File: src/rtl/load_store_unit.sv
// Load/store unit bridging the core to a word-only dataMemory.
// Sub-word stores use read-modify-write; sub-word loads are sign/zero-extended.
module load_store_unit #(
    parameter int MEM_WORDS = 256
) (
    input  logic        clk,
    input  logic        rst_n,
    input  logic        req_valid,
    output logic        req_ready,
    input  logic        req_write,
    input  logic [1:0]  req_size,
    input  logic        req_unsigned,
    input  logic [31:0] req_addr,
    input  logic [31:0] req_wdata,
    output logic        resp_valid,
    output logic        resp_err,
    output logic [31:0] resp_rdata,
    output logic        mem_read,
    output logic        mem_write,
    output logic [31:0] mem_address,
    output logic [31:0] mem_write_data,
    input  logic [31:0] mem_read_data,
    output logic [1:0]  dbg_state
);

    typedef enum logic [1:0] {
        IDLE   = 2'd0,
        ACCESS = 2'd1,
        WRITE  = 2'd2,
        RESP   = 2'd3
    } state_t;

    localparam logic [1:0] SZ_BYTE = 2'b00;
    localparam logic [1:0] SZ_HALF = 2'b01;
    localparam logic [1:0] SZ_WORD = 2'b10;

    // Handshake: a request transfers on a rising edge where req_valid && req_ready;
    // req_ready is high only in IDLE, and resp_valid is a single-cycle strobe in RESP.

    state_t      state_q, state_d;
    logic        write_q;
    logic [1:0]  size_q;
    logic        unsigned_q;
    logic [31:0] addr_q;
    logic [31:0] wdata_q;
    logic        err_q;
    logic [31:0] rdata_q;
    logic [31:0] merge_q;

    logic        req_err;
    logic        accept;
    logic        word_store;
    logic [7:0]  lane_byte;
    logic [15:0] lane_half;
    logic [31:0] load_ext;
    logic [31:0] merged;

    assign accept     = (state_q == IDLE) && req_valid;
    assign word_store = write_q && (size_q == SZ_WORD);
    assign dbg_state  = state_q;

    always_comb begin
        req_err = 1'b0;
        if (req_size == 2'b11)                               req_err = 1'b1;
        if ((req_size == SZ_HALF) && req_addr[0])            req_err = 1'b1;
        if ((req_size == SZ_WORD) && (req_addr[1:0] != 2'b00)) req_err = 1'b1;
        if ({2'b00, req_addr[31:2]} >= 32'(MEM_WORDS))       req_err = 1'b1;
    end

    always_comb begin
        lane_byte = mem_read_data[{addr_q[1:0], 3'b000} +: 8];
        lane_half = mem_read_data[{addr_q[1], 4'b0000} +: 16];
        case (size_q)
            SZ_BYTE: load_ext = unsigned_q ? {24'b0, lane_byte}
                                           : {{24{lane_byte[7]}}, lane_byte};
            SZ_HALF: load_ext = unsigned_q ? {16'b0, lane_half}
                                           : {{16{lane_half[15]}}, lane_half};
            default: load_ext = mem_read_data;
        endcase
        // Only the addressed lane is replaced; other bytes keep the value just read.
        merged = mem_read_data;
        if (size_q == SZ_BYTE)
            merged[{addr_q[1:0], 3'b000} +: 8] = wdata_q[7:0];
        else if (size_q == SZ_HALF)
            merged[{addr_q[1], 4'b0000} +: 16] = wdata_q[15:0];
    end

    always_comb begin
        state_d = state_q;
        case (state_q)
            IDLE:    if (req_valid) state_d = req_err ? RESP : ACCESS;
            ACCESS:  state_d = (write_q && !word_store) ? WRITE : RESP;
            WRITE:   state_d = RESP;
            RESP:    state_d = IDLE;
            default: state_d = IDLE;
        endcase
    end

    always_comb begin
        req_ready      = (state_q == IDLE);
        resp_valid     = (state_q == RESP);
        resp_err       = (state_q == RESP) && err_q;
        resp_rdata     = ((state_q == RESP) && !write_q) ? rdata_q : 32'b0;
        mem_read       = (state_q == ACCESS) && !word_store;
        mem_write      = ((state_q == ACCESS) && word_store) || (state_q == WRITE);
        mem_address    = {addr_q[31:2], 2'b00};
        mem_write_data = 32'b0;
        if (state_q == WRITE)
            mem_write_data = merge_q;
        else if ((state_q == ACCESS) && word_store)
            mem_write_data = wdata_q;
    end

    always_ff @(posedge clk or negedge rst_n) begin
        if (!rst_n) begin
            state_q    <= IDLE;
            write_q    <= 1'b0;
            size_q     <= 2'b00;
            unsigned_q <= 1'b0;
            addr_q     <= 32'b0;
            wdata_q    <= 32'b0;
            err_q      <= 1'b0;
            rdata_q    <= 32'b0;
            merge_q    <= 32'b0;
        end else begin
            state_q <= state_d;
            if (accept) begin
                write_q    <= req_write;
                size_q     <= req_size;
                unsigned_q <= req_unsigned;
                addr_q     <= req_addr;
                wdata_q    <= req_wdata;
                err_q      <= req_err;
                rdata_q    <= 32'b0;
            end
            if (state_q == ACCESS) begin
                if (!write_q)
                    rdata_q <= load_ext;
                else if (!word_store)
                    merge_q <= merged;
            end
        end
    end

endmodule

File: config.mk
export PLATFORM = sky130hd
export DESIGN_NAME = load_store_unit
export DESIGN_NICKNAME = d
export VERILOG_FILES = /design/src/rtl/load_store_unit.sv
export SDC_FILE = /design/constraint.sdc
export NUM_CORES = 1
export LEC_CHECK = 0
export CAP_MARGIN = 10
export CORE_UTILIZATION = 45
export DETAILED_ROUTE_END_ITERATION = 12
export PLACE_DENSITY_LB_ADDON = 0.08
export RECOVER_POWER = 25
export SLEW_MARGIN = 5
export SYNTH_ARGS = -nofsm -noshare
export SYNTH_HDL_FRONTEND = slang
export SYNTH_SLANG_ARGS = --single-unit
export TNS_END_PERCENT = 1
File: constraint.sdc
create_clock -name clk -period 2.4 [get_ports clk]
set_input_delay 0.48 -clock clk [delete_from_list [all_inputs] [get_ports clk]]
set_output_delay 0.48 -clock clk [all_outputs]
set_load 0.05 [all_outputs]
; ---- After elaboration in Yosys (flattened, before gate mapping)
; Cells that the tools add are included.
[totals]
out_inout_bits = 103
inputBits = 103
reg_bits = 135
elab_cells = 65
[classes]
magnitude_cmp = 1
addsub = 2
muxes = 21
n_eq_ne = 9
n_reduce_logical = 16
shift = 6
bitwise = 1
[op_table]
columns = cell, count
row1 = 32-bit two-way mux, 10
row2 = 32-bit bitwise mux, 2
row3 = 32-bit case mux with 2 select lines, 1
row4 = 16-bit by 7-bit variable shift with 32-bit output (first input constant), 1
row5 = 8-bit by 7-bit variable shift with 32-bit output (first input constant), 1
row6 = 16-bit by 7-bit indexed part select with 32-bit output, 1
row7 = 32-bit by 6-bit indexed part select with 16-bit output, 1
row8 = 32-bit by 6-bit indexed part select with 8-bit output, 1
row9 = 8-bit by 7-bit indexed part select with 32-bit output, 1
row10 = 30-bit by 9-bit >= comparator with 1-bit output (second input constant), 1
row11 = 5-bit negation with 7-bit output, 2
row12 = 2-bit == test (second input constant), 5
row13 = 1-bit logical AND, 9
row14 = 2-bit case mux with 4 select lines, 1
row15 = 2-bit by 1-bit == test with 1-bit output (second input constant), 3
row16 = 1-bit two-way mux, 5
row17 = 2-bit logical NOT, 2
row18 = 2-bit two-way mux, 2
row19 = 3-bit AND reduction, 1
row20 = 1-bit logical NOT, 2
row21 = 2-bit != test (second input constant), 1
row22 = 2-bit nonzero test, 1
row23 = 1-bit logical OR, 1
row24 = 1-bit NOT, 1

; ---- Logic depth before layout (Yosys ltp)
[logic_depth]
word_depth = 8
ltp_mapped = 9
mapped_depth_nobuf = 6

; ---- Least setup slack after synthesis
; OpenSTA, ideal clock, no wires.
[synth_timing]
path_type = register -> output
startpoint = register state_q[0], in the netlist dbg_state[0]
endpoint = output port mem_write_data[11]
arrival_time_ns = 2.396
required_time_ns = 1.920
stages_incl_launch_ff = 7
setup_slack_ns = -0.476
path_buffers = 2
path_cell_list = dfrtp_1 inv_1 ha_1 clkbuf_1 clkbuf_1 mux2i_1 nor2_1
[synth_between]
elab_chain_cells = 4
elab_cells_between_ends = 5
cone_classes = eq/ne (2) / mux (2) / reduce/logical (1)
[synth_lines]
columns = item, line_no
row1 = start: declaration, 40  ; state_t state_q, state_d;
row2 = start signal: assignment, 126  ; state_q <= state_d;
row3 = 2-bit by 1-bit == test with 1-bit output, 110  ; else if ((state_q == ACCESS) && word_store)
row4 = 1-bit logical AND, 110
row5 = 32-bit two-way mux, 110
row6 = 32-bit two-way mux *, 108  ; if (state_q == WRITE)
row7 = end: declaration, 21  ; output logic [31:0] mem_write_data,
; Mark *: on every way between the ends. The rest lies on a longest branch, timed or not.

; ---- Worst setup path in the final report
; Same ends and word-level chain as after synthesis.

==> results.md <==
- Synthesized flop and latch total: 135
- Worst Path Class, Setup: reg2out
- Deepest clock path buffer count: 2
- Post-synth top area share: 45.1%
- Post-Syn Area per Cell: 10.5 um^2
- First-pass iteration count of the detailed router: 5
- Total congestion overflow: 0
- Total Wirelength: 25200 um
- Final design area excluding fillers: 11400 um^2
- Count of final setup violators: 23
- Worst Slack Setup Final: -0.0270 ns
- Violations in the final reports: capacitance limit, slew limit, setup timing
- Initial cell density of the core: 46.7%
- Share of final-layout standard cells stronger than drive strength 1: 33.2%
- Buffers on Ports: 203
- RSZ-0062 raised after global routing: true
- Max Slew Vio Count: 60
- Final min period: 2.43 ns
- Family with the most delay on the worst path: flip-flops
- Skew-Pair Late Insertion Delay: 0.42 ns
- Power density over cell area: 1610 nW/um^2
- Vias in the first global route: 6773
- Die boundary width: 131 um
- Most numerous cell on the critical path: buf_12
- TritonCTS clock tree: yes
- Num CTS Buffers: 17
- Drt drc: 0
- Cell area after synthesis: 7490 um^2
- Cell type of the slowest stage on the worst timing path: dfrtp_2
- Layout Nets: 1008
- Final design utilization: 70.8%
- Number of unique standard cell types used by synthesis: 52
- Global router's overall resource usage: 30.0%
- Slew HR: -1.46%
- Iteration-0 DRC count of the detailed router: 542
- Antenna Diode Count: 0
- Crit path arrival time: 1.95 ns
- Clock H-tree levels: 4
- Path class of the lowest-slack min-delay path: in2async
- Total of warnings raised by yosys: 0
- Final Power: 18.3 mW
- Post-DP HPWL: 17700 um
- Number of rows in the core area: 46
- Die Footprint: 17200 um^2
- Clk sinks: 135
- Top-level port count: 206
- Final weighted congestion of routability-driven global placement: 0.906
- Maximum clock skew at final layout: 0.00642 ns
- Vias/cell: 5.90
- Fraction of the cycle the final worst path needs: 101%
- Number of antenna violations at the first check in global routing: 0
- Largest incremental delay on the critical path: 0.46 ns
- Run status: finished with violations
- Number of fill cells in the layout: 1151
- Least-Margin Pin Slew: 1.52 ns
- Count of flip-flops with a built-in enable after synthesis: 0
- Post-route worst hold slack: 0.418 ns
- Root cell of the clock tree: clkbuf_16
- Critical path required time: 1.92 ns
- Routed WL per cell: 22.4 um
- Placed cell area: 10400 um^2
- Leading post-synthesis cells by cell area: dfrtp_1 (45%), mux2_2 (10%), a221o_1 (6.1%), mux2i_1 (4.9%), buf_4 (3.3%)
- Maximum number of pins on one net before global-route repair: 62
- Commonest cells in the netlist: dfrtp_1 (135), mux2_2 (68), nor2_1 (48)
- CTS clk-pin slew, worst paths: 0.06 ns
- Main synth FF type: dfrtp_1
- P_leak: 4.82 nW
- Post-route setup TNS: -0.206 ns
- Nature of the critical path endpoint: output pin
- Proportion of synthesized chip area in sequential cells: 45.1%
- Worst-path fanout max: 8
- Residual antenna-violating net count after detailed routing: 0
- Fin. Hold Viols: 0
- Layout Area Growth over Synthesis: 51.7%
- Hold_buf cts: 0
- Routed vias: 6640
- Die boundary height: 131 um
- Count of max-cap constraint violations: 1
- Share of async-settable or async-resettable flops after synthesis: 100%
- Area of the core: 16100 um^2
- Number of standard cells after synthesis: 716
- Most numerous cell in the Yosys netlist: dfrtp_1
- Highest achievable clock rate: 412 MHz
- Ordered cell list for the critical path: inv_4 -> ha_4 -> buf_12 -> mux2i_4 -> nor2_2 -> buf_12
- Max VDD drop: 1150 uV
- Crit start category: flip-flop
- Cell taking the most area after synthesis: dfrtp_1
- Number of buffer and inverter instances along the worst setup path: 3
- Global-route wire length before repair: 37900 um
==> report_power, final <==
group | total (mW) | leakage (nW) | switching (mW) | internal [mW]
combinational | 11.1 | 2.85 | 6.18 | 4.91
sequential | 4.33 | 1.65 | 0.918 | 3.41
clock | 2.88 | 0.316 | 1.08 | 1.80
==> placed cells by master (no fill, tap or decap), drive strengths merged, types with 12 or more instances in the layout <==
| cell | instances |
|---|---|
| a21oi | 32 |
| a221o | 46 |
| a221oi | 18 |
| and2 | 39 |
| buf | 110 |
| clkbuf | 22 |
| clkdlybuf4s50 | 134 |
| dfrtp | 135 |
| inv | 40 |
| mux2 | 68 |
| mux2i | 37 |
| nand2 | 29 |
| nor2 | 49 |
| o21ai | 29 |
| o22ai | 12 |
==> logic make-up after synthesis <==
| family | synth area share (%) |
|---|---|
| other cells | 0.0500 |
| flops | 45.1 |
| fa+ha+maj | 1.50 |
| simple gates | 10.6 |
| buf+inv | 8.25 |
| mux | 15.5 |
| compound gates | 19.0 |
==> stage by stage <==
step | setup WS (ns) | instances
global route | -0.0508 | 1125
finish | -0.0270 | 1125
floorplan | 0.00802 | 717
global placement | 0.169 | 1080
CTS | -0.0319 | 1120
detailed placement | 0.0291 | 1080
==> per-layer routing <==
metal / global-route usage, % / vias up / part of all wire (%)
met1: 40.0 / 3282 / 42
li1: - / 2966 / -
met3: 6.53 / 43 / 7.9
met4: 9.60 / 0 / 2.2
met2: 48.6 / 349 / 48
met5: 0 / - / 0
==> final cells by class <==
cell class                 instances  area (um^2)  area share, %
inverter                          34          130           1.14
multi-input combinational        460         3740           32.9
tap                              216          270           2.38
clock buffer                      18          439           3.86
clock inverter                    14          211           1.86
timing repair buffer             248         3200           28.1
sequential                       135         3380           29.7
==> final timing paths <==
| path | start | to | slack [ns] | cells past startpoint |
|---|---|---|---|---|
| setup / recovery | dbg_state[0] | mem_write_data[11] | -0.03 | 6 |
| hold / removal | rst_n | wdata_q[27] | 0.42 | 1 |
| setup reg to reg | addr_q[1] | rdata_q[27] | 0.17 | 5 |
| hold reg to reg | err_q | err_q | 0.48 | 2 |
| max in group asynchronous | rst_n | wdata_q[0] | 0.44 | 2 |
| min in group clk | err_q | err_q | 0.48 | 2 |
==> flip-flops by register name (all words and copies together), names as in the netlist <==
name	cells
wdata_q	32
err_q	1
rdata_q	32
size_q	2
dbg_state	2
merge_q	32
unsigned_q	1
write_q	1
addr_q	32
==> timing repair <==
item / CTS / global route
setup endpoints to repair: 33 / 31
gates resized for setup: 18 / 7
cloned: 2 / 2
pin swaps: 2 / 1
buffers inserted: 6 / 3
hold endpoints to repair: 0 / 0
No activity file was read; power rests on OpenSTA's default activity.
